[src/rtl/piso.sv]
// -----------------------------------------------------------------------------
// piso - parallel-in serial-out shift register with valid/ready load handshake
//
// Accepts a WIDTH-bit word on a valid/ready handshake and emits it one bit per
// clock, flagging each bit with valid_o and the final bit of the word with
// last_o. A one-entry holding register absorbs the next word while the current
// one is still shifting, so consecutive words stream with no idle cycle.
//
// Parameters:
//   WIDTH      word width in bits (>= 1)
//   LSB_FIRST  1: bit 0 is sent first; 0: bit WIDTH-1 is sent first
//
// Ports:
//   clk_i     clock, all logic on the rising edge
//   rst_n_i   asynchronous active-low reset
//   valid_i   parallel word on data_i is valid
//   data_i    parallel word to serialise
//   ready_o   block can accept a word (transfer when valid_i & ready_o)
//   data_o    serial data bit (0 whenever valid_o is low)
//   valid_o   data_o carries a valid bit this cycle
//   last_o    data_o is the final bit of the current word
// -----------------------------------------------------------------------------
module piso #(
    parameter int WIDTH     = 4,
    parameter bit LSB_FIRST = 1'b1
) (
    input  logic             clk_i,
    input  logic             rst_n_i,
    input  logic             valid_i,
    input  logic [WIDTH-1:0] data_i,
    output logic             ready_o,
    output logic             data_o,
    output logic             valid_o,
    output logic             last_o
);

    localparam int CNT_W = (WIDTH > 1) ? $clog2(WIDTH) : 1;
    localparam logic [CNT_W-1:0] LAST_CNT = CNT_W'(WIDTH - 1);

    typedef enum logic {
        IDLE  = 1'b0,
        SHIFT = 1'b1
    } state_t;

    state_t            state_reg, state_next;
    logic [CNT_W-1:0]  cnt_reg, cnt_next;
    logic [WIDTH-1:0]  shift_reg, shift_next;
    logic [WIDTH-1:0]  hold_reg, hold_next;
    logic              hold_full_reg, hold_full_next;
    logic              ready_en_reg;

    // Incoming word rearranged so the first bit to transmit sits at index 0.
    // Both the shift register and the holding register store words in this
    // order, so the datapath always shifts right and emits bit 0 regardless
    // of LSB_FIRST.
    logic [WIDTH-1:0]  data_ordered;

    genvar gi;
    generate
        for (gi = 0; gi < WIDTH; gi++) begin : g_order
            if (LSB_FIRST) begin : g_lsb
                assign data_ordered[gi] = data_i[gi];
            end else begin : g_msb
                assign data_ordered[gi] = data_i[WIDTH-1-gi];
            end
        end
    endgenerate

    logic accept;
    logic last_bit;
    logic end_of_word;

    // ready_en_reg holds ready_o low during reset and for the first cycle
    // after release; from then on ready only depends on the holding register.
    assign ready_o     = ready_en_reg & ~hold_full_reg;
    assign accept      = valid_i & ready_o;
    assign last_bit    = (cnt_reg == LAST_CNT);
    assign end_of_word = (state_reg == SHIFT) & last_bit;

    // Outputs are decoded straight from state so that an asynchronous reset
    // clears them immediately without waiting for a clock edge.
    assign valid_o = (state_reg == SHIFT);
    assign last_o  = end_of_word;
    assign data_o  = (state_reg == SHIFT) ? shift_reg[0] : 1'b0;

    // -------------------------------------------------------------------------
    // Next-state logic
    // -------------------------------------------------------------------------
    always_comb begin
        state_next     = state_reg;
        cnt_next       = cnt_reg;
        shift_next     = shift_reg;
        hold_next      = hold_reg;
        hold_full_next = hold_full_reg;

        unique case (state_reg)
            IDLE: begin
                if (accept) begin
                    shift_next = data_ordered;
                    cnt_next   = '0;
                    state_next = SHIFT;
                end
            end

            SHIFT: begin
                if (last_bit) begin
                    cnt_next = '0;
                    if (hold_full_reg) begin
                        // Drain the held word; ready_o rises next cycle.
                        shift_next     = hold_reg;
                        hold_full_next = 1'b0;
                    end else if (accept) begin
                        // Word arriving on the final-bit cycle goes straight
                        // into the shift register, bypassing the hold slot.
                        shift_next = data_ordered;
                    end else begin
                        shift_next = '0;
                        state_next = IDLE;
                    end
                end else begin
                    shift_next = shift_reg >> 1;
                    cnt_next   = cnt_reg + 1'b1;
                    // ready_o is low while the hold slot is full, so accept
                    // here can only find the slot empty.
                    if (accept) begin
                        hold_next      = data_ordered;
                        hold_full_next = 1'b1;
                    end
                end
            end

            default: begin
                state_next = IDLE;
            end
        endcase
    end

    // -------------------------------------------------------------------------
    // State registers
    // -------------------------------------------------------------------------
    always_ff @(posedge clk_i or negedge rst_n_i) begin
        if (!rst_n_i) begin
            state_reg     <= IDLE;
            cnt_reg       <= '0;
            shift_reg     <= '0;
            hold_reg      <= '0;
            hold_full_reg <= 1'b0;
            ready_en_reg  <= 1'b0;
        end else begin
            state_reg     <= state_next;
            cnt_reg       <= cnt_next;
            shift_reg     <= shift_next;
            hold_reg      <= hold_next;
            hold_full_reg <= hold_full_next;
            ready_en_reg  <= 1'b1;
        end
    end

endmodule

[config.mk]
export PLATFORM = sky130hd
export DESIGN_NAME = piso
export DESIGN_NICKNAME = d
export VERILOG_FILES = /design/src/rtl/piso.sv
export SDC_FILE = /design/constraint.sdc
export NUM_CORES = 1
export LEC_CHECK = 0
export ABC_CLOCK_PERIOD_IN_PS = 1700
export CAP_MARGIN = 10
export CORE_MARGIN = 5
export CORE_UTILIZATION = 50
export DETAILED_ROUTE_END_ITERATION = 8
export GPL_TIMING_DRIVEN = 0
export PLACE_DENSITY = 0.75
export RECOVER_POWER = 50
export REMOVE_ABC_BUFFERS = 1
export SYNTH_ARGS = -nofsm -noshare
export SYNTH_HDL_FRONTEND = slang
export SYNTH_SLANG_ARGS = --single-unit
[constraint.sdc]
create_clock -name clk_i -period 1.7 [get_ports clk_i]
set_input_delay 0.255 -clock clk_i [delete_from_list [all_inputs] [get_ports clk_i]]
set_output_delay 0.255 -clock clk_i [all_outputs]
set_load 0.1 [all_outputs]
Word-level counts from Yosys, hierarchy flattened

Index checks and enable logic that the tools add are counted.

Register bits after elaboration: 13
Input port bits: 7
Output and inout bits: 4
Logic and storage cells: 33

Add/sub/neg operators: 1
Equal/unequal tests: 2
Multiplexer cells: 15
Bitwise gates (word level): 6
Reduce and logical (&&, ||, !) cells: 3

Operators with widths:

| kind                                                          | number |
|---|---|
| 4-bit 2-to-1 mux                                              | 4 |
| 4-bit case mux with 2 select lines                            | 1 |
| 1-bit 2-to-1 mux                                              | 6 |
| 2-bit 2-to-1 mux                                              | 2 |
| 2-bit case mux with 2 select lines                            | 1 |
| 1-bit AND                                                     | 3 |
| 1-bit inverter                                                | 3 |
| 3-bit AND reduction                                           | 1 |
| 2-bit by 1-bit adder with 2-bit output, second input constant | 1 |
| 2-bit == test, second input constant                          | 1 |
| 2-bit != test, second input constant                          | 1 |
| 1-bit case mux with 2 select lines                            | 1 |
| 2-bit AND reduction                                           | 1 |
| 2-bit nonzero test                                            | 1 |

Depth between registers and ports, before layout

Gate-level depths: netlist (run 1).

Word-level depth: 7
Gate-level depth with buffers: 5
Gate-level depth less buffers: 4

Worst setup path before layout (run 1)

No wires, ideal clock.

Path kind: register to output
Start point: reg state_reg, in the netlist valid_o
End point: out data_o
Data arrival time: 2003 ps
Data required time: 1445 ps
Setup slack: -558 ps
Cell stages (with the launch flop): 3
Path buffers: 1
Path through: dfrtp_1 -> buf_6 -> and2_1

Longest elaborated chain between the ends: 1

Ends and longest elaborated chain:

| element                  | RTL line | source |
|---|---|---|
| start: declaration       | 45       | `state_t state_reg, state_next;` |
| start signal: assignment | 150      | `state_reg <= state_next;` |
| 1-bit 2-to-1 mux         | 84       | `assign data_o = (state_reg == SHIFT) ? shift_reg[0] : 1'b0;` |
| end: declaration         | 32       | `output logic data_o,` |

No other way between the ends.

Final worst setup path (run 1)

Start point: reg cnt_reg[0]
End point: out last_o

Longest elaborated chain between the ends: 2

Ends and longest elaborated chain:

| element                  | RTL line | source |
|---|---|---|
| start: declaration       | 46       | `logic [CNT_W-1:0] cnt_reg, cnt_next;` |
| start signal: assignment | 151      | `cnt_reg <= cnt_next;` |
| 2-bit == test            | 77       | `assign last_bit = (cnt_reg == LAST_CNT);` |
| 1-bit AND                | 78       | `assign end_of_word = (state_reg == SHIFT) & last_bit;` |
| end: declaration         | 34       | `output logic last_o` |

No other way between the ends.

==> reports/metrics.yaml, run 1 <==
leakage_nw: 0.355
period_share_pct: 94.6
yosysUniqueCellTypes: 24
grt_pass1_wl_mm: 1.88
coreArea_um2: 1280
synth_top_family_by_area: "compound AO/OA/AOI/OAI gates"
grt_antenna_before_repair: 0
grt_usage_pct: 12.5
cts_tree: "yes"
post-route-util_pct: 59.2
placed_area_um2: 752
synth-edff-count: 0
grt-ovfl-total: 0
slowest_delay_ns: 0.38
power_switching_share_pct: 45.9
holdWs_ns: 0.413
synth_compound_area_share_pct: 16.4
routed_wl_mm: 1.12
globalplace.congestion: 0.713
clk_path_buf_depth: 2
post-cts-setup-buffers: 0
synthAdderAreaFrac_pct: 1.85
mostFrequentLayoutCell: "dfrtp_1"
cp_slowest_cell: "dfrtp_1"
syn_area_per_cell_um2: 11.5
antenna_left: 0
die-width_um: 46.8
finalWorstSetupSlack_ns: 0.0925
ys_seq_area_share_pct: 48.0
comb_power_share_pct: 47.1
hold_viol_final: 0
cp_top_family: "flip-flops"
seqPwrFrac_pct: 40.4
critPathBufInv: 1
num_rows: 13
internal-power_mw: 0.785
startpoint_type: "register"
ir_worst_vdd_v: 0.00102
crit_required_ns: 1.44
dp_cells: 80
yosys_warnings: 0
max_freq_ghz: 0.622
cts_resized: 23
crit_type: "reg2out"
crit_fanout: 9
synthMuxAreaShare_pct: 8.12
status: "complete, no violations"
clock-sinks: 13
p_sw_mw: 0.667
cts_hold_buf: 0
arrival_ns: 1.35
clk_latency_ns: 0.27
die_y_um: 46.8
stdcell_count: 84
drv_cap: 0
io_pins: 11
num_vias: 462
drt_first_pass_iters: 4
fin_area_um2: 761
reg2reg_depth: 4
synthFlopType: "dfrtp_1"
rsz0062_at_grt: "false"
mostFrequentLayoutCells: "dfrtp_1 (12), o21ai_0 (5), clkbuf_4 (5), clkdlybuf4s50_1 (5)"
synthSimpleGateAreaFrac_pct: 16.2
setup_violations: 0
clock-root-buffer: "clkbuf_4"
fin_crit_ns: 1.61
syn_to_final_growth_pct: 12.2
tightest_slew_ns: 0.578
nNetsFinal: 78
place_ws_ns: -0.558
die_area_um2: 2190
power_mw: 1.45
grt_pass1_vias: 417
insertedDiodeCount: 0
cp.depth: 3
synthTopCellsByArea: "dfrtp_1 (48%), buf_6 (6.6%), a221o_1 (4.4%)"
fin_tns_setup_ns: 0
holdCritPathClass: "in2async"
synthCells: 59
final.setup_skew_ns: 0.0106
post-dp-hpwl_um: 822
max-slew-margin-rel_pct: 61.3
yosysTopAreaCellShare_pct: 48.0
yosysTopAreaCell: "dfrtp_1"
synth.cell_area_um2: 678
drtIter0Drc: 11
drive_gt1_share_pct: 21.7
synth_seq_cells: 13
routedWlPerCell_um: 13.4
cts_made_buffers: 3
vias_per_cell: 5.50
clockPowerShare_pct: 12.5
slew_violations: 0
critPathCaptureType: "output port"
path_cells: "ha_2 -> and2_1 -> buf_6"
cts.clk_slew.worst_paths_ns: 0.08
start_util_pct: 52.8
grt_max_degree: 16
p_per_area_nw_per_um2: 1910
async_flop_share_pct: 100
port_buffers: 10
h-tree-depth: 1
synth_xor_area_share_pct: 0
drc: 0
-- power by group through the flow --
stage | registers (mW) | logic [mW] | clock network (mW)
after detailed placement | 0.591 | 0.706 | 0
final | 0.586 | 0.684 | 0.182
after CTS | 0.586 | 0.690 | 0.194
after global placement | 0.585 | 0.690 | 0
after global routing | 0.612 | 0.739 | 0.212
after floorplan | 0.636 | 0.486 | 0
-- worst register-to-register path, delay by kind of cell (launching register included) --
family,cells,cell delay [ns]
DFF,1,0.41
and+or+nand+nor,2,0.47
muxes,1,0.36
adders and majority gates,1,0.25
-- synthesized netlist by cell type (2+ instances only) --
cell type / instances
dfrtp_1: 13
mux2_1: 2
nand3_1: 3
o22ai_1: 2
and2_1: 2
mux2_2: 2
buf_6: 4
a221o_1: 3
o21ai_0: 5
o211a_1: 3
nand2_1: 4
inv_1: 4
-- cells by family after synthesis --
group           after synthesis
other cells                   1
simple gates                 16
buf+inv                       8
flops                        13
mux                           5
fa+ha+maj                     1
compound gates               15
-- metal layers --
layer	vias up	GRT usage, %	part of all wire (%)	wire length [um]
met3	2	5.75	6.3	71
met5	-	0	0	0
met4	0	4.97	1.2	13
met2	10	19.0	46	519
li1	229	-	-	-
met1	221	15.3	46	517
-- worst paths after layout --
kind / startpoint / slack (ns) / to
setup / recovery: cnt_reg[0]$_DFFE_PN0P_ / 0.09 / last_o
hold / removal: rst_n_i / 0.41 / hold_full_reg$_DFFE_PN0P_
setup reg to reg: cnt_reg[0]$_DFFE_PN0P_ / 0.09 / hold_reg[1]$_DFFE_PN0P_
hold reg to reg: hold_reg[2]$_DFFE_PN0P_ / 0.50 / hold_reg[2]$_DFFE_PN0P_
max in group asynchronous: rst_n_i / 0.88 / valid_o$_DFF_PN0_
min in group clk_i: hold_reg[2]$_DFFE_PN0P_ / 0.50 / hold_reg[2]$_DFFE_PN0P_
-- layout make-up --
type / count / area, um2
multi-input combinational: 38 / 283
clock buffer: 4 / 26.3
sequential: 13 / 327
inverter: 4 / 15.0
tap: 15 / 18.8
fill: 121 / 524
timing repair buffer: 10 / 91.3
Power figures use the tool's default switching activity.
==> run 2: changes to the inputs <==
--- a/config.mk
+++ b/config.mk
@@ -10,7 +10,6 @@
 export CORE_MARGIN = 5
 export CORE_UTILIZATION = 50
 export DETAILED_ROUTE_END_ITERATION = 8
-export GPL_TIMING_DRIVEN = 0
 export PLACE_DENSITY = 0.75
 export RECOVER_POWER = 50
 export REMOVE_ABC_BUFFERS = 1
==> reports/metrics.yaml, run 2 (synthesized netlist as in run 1, its figures left out) <==
power_switching_share_pct: 43.6  # -2.3 points
die_y_um: 46.8  # unchanged
place_ws_ns: -0.000554  # +0.557 ns
comb_power_share_pct: 53.4  # +6.3 points
cts_made_buffers: 3  # unchanged
fin_crit_ns: 1.62  # +0.0137 ns
cts_tree: "yes"
routed_wl_mm: 1.17  # +4.3%
grt_max_degree: 14  # -2
finalWorstSetupSlack_ns: 0.0787  # -0.0137 ns
num_rows: 13  # unchanged
post-dp-hpwl_um: 875  # +6.3%
fin_tns_setup_ns: 0  # unchanged
final.setup_skew_ns: 0.00447  # -0.00617 ns
num_vias: 469  # +1.5%
path_cells: "ha_1 -> buf_4 -> and2_4 -> buf_12"
internal-power_mw: 0.906  # +15%
startpoint_type: "register"
crit_required_ns: 1.44  # about the same
globalplace.congestion: 0.767  # +7.7%
period_share_pct: 95.4  # +0.81 points
clk_path_buf_depth: 2  # unchanged
grt_antenna_before_repair: 0  # unchanged
slew_violations: 0  # unchanged
leakage_nw: 0.390  # +10%
reg2reg_depth: 4  # unchanged
hold_viol_final: 0  # unchanged
port_buffers: 10  # unchanged
setup_violations: 0  # unchanged
clock-root-buffer: "clkbuf_4"
nNetsFinal: 81  # +3.8%
grt-ovfl-total: 0  # unchanged
mostFrequentLayoutCells: "dfrtp_1 (13), o21ai_0 (5), clkdlybuf4s50_1 (5)"
cts.clk_slew.worst_paths_ns: 0.08  # about the same
crit_fanout: 8  # -1
clk_latency_ns: 0.28  # about the same
seqPwrFrac_pct: 34.7  # -5.7 points
die-width_um: 46.8  # unchanged
mostFrequentLayoutCell: "dfrtp_1"
dp_cells: 82  # +2.5%
crit_type: "reg2out"
max_freq_ghz: 0.617  # -0.85%
tightest_slew_ns: 0.569  # -0.00958 ns
syn_to_final_growth_pct: 22.5
h-tree-depth: 1  # unchanged
drc: 0  # unchanged
die_area_um2: 2190  # unchanged
grt_usage_pct: 12.7  # +0.21 points
drtIter0Drc: 10  # -1
critPathCaptureType: "output port"
io_pins: 11  # unchanged
antenna_left: 0  # unchanged
holdWs_ns: 0.405  # -0.00720 ns
status: "complete, no violations"
max-slew-margin-rel_pct: 62.0  # +0.64 points
routedWlPerCell_um: 13.4  # +0.68%
clock-sinks: 13  # unchanged
grt_pass1_vias: 417  # unchanged
rsz0062_at_grt: "false"
vias_per_cell: 5.39  # -2.0%
p_per_area_nw_per_um2: 1940  # +1.4%
arrival_ns: 1.37  # +0.02 ns
stdcell_count: 87  # +3.6%
grt_pass1_wl_mm: 1.83  # -2.6%
drv_cap: 0  # unchanged
insertedDiodeCount: 0  # unchanged
cp_slowest_cell: "dfrtp_1"
p_sw_mw: 0.701  # +5.2%
coreArea_um2: 1280  # unchanged
slowest_delay_ns: 0.39  # about the same
start_util_pct: 52.8  # unchanged
drt_first_pass_iters: 4  # unchanged
clockPowerShare_pct: 11.9  # -0.6 points
ir_worst_vdd_v: 0.00107  # +4.9%
holdCritPathClass: "in2async"
drive_gt1_share_pct: 23.6  # +1.9 points
-- run 2: changes by cell type in the layout (fill, tap and decap cells not counted), sizes merged --
cell    before  now
buf          2    7
clkbuf       6    4
-- run 2: metal layers --
layer | wire [um] | part of all wire [%] | global-route usage, %
met2 | 515 | 44 | 16.8
met5 | 0 | 0 | 0
met1 | 566 | 48 | 16.4
met3 | 55 | 4.7 | 4.60
met4 | 33 | 2.8 | 9.94
-- run 2: cell type report --
cell class / count / area, um2
Clock buffer: 4 / 26.3
Fill cell: 106 / 454
Inverter: 4 / 15.0
Multi-Input combinational cell: 38 / 283
Sequential cell: 13 / 325
Tap cell: 15 / 18.8
Timing Repair Buffer: 13 / 163
-- run 2: path summary, 6_finish.rpt --
| check | from | endpoint | slack, ns |
|---|---|---|---|
| worst max-delay path | cnt_reg[0]$_DFFE_PN0P_ | last_o | 0.08 |
| worst min-delay path | rst_n_i | shift_reg[1]$_DFFE_PN0P_ | 0.41 |
| worst max register to register | cnt_reg[0]$_DFFE_PN0P_ | hold_reg[1]$_DFFE_PN0P_ | 0.18 |
| worst min register to register | hold_reg[2]$_DFFE_PN0P_ | hold_reg[2]$_DFFE_PN0P_ | 0.49 |
| max in group asynchronous | rst_n_i | hold_reg[3]$_DFFE_PN0P_ | 0.92 |
| min in group clk_i | hold_reg[2]$_DFFE_PN0P_ | hold_reg[2]$_DFFE_PN0P_ | 0.49 |
-- run 2: critical path: cells and delay by family (launching register included) --
kind	cells	cell delay [ns]
fa+ha+maj	1	0.21
buf+inv	2	0.32
flops	1	0.39
simple gates	1	0.17
-- run 2: what timing repair did --
item,CTS,global route
endpoints found under the setup margin,1,1
pin swaps,0,0
buffers inserted,1,0
hold buffers,0,0
gates resized for setup,0,1
-- run 2: power groups by stage --
stage / clock network (mW) / logic [mW] / registers, mW
2_1_floorplan: 0 / 0.486 / 0.636
3_3_place_gp: 0 / 0.831 / 0.567
3_5_place_dp: 0 / 0.853 / 0.566
4_1_cts: 0.193 / 0.869 / 0.558
5_1_grt: 0.211 / 0.920 / 0.581
6_report: 0.191 / 0.859 / 0.558
-- run 2: stage by stage --
step	total power, mW	instance area (um2)	utilization [%]
floorplan	1.12	633	-
global placement	1.40	807	62.8
detailed placement	1.42	807	62.8
CTS	1.62	841	65.4
global route	1.71	831	64.7
finish	1.61	831	64.7
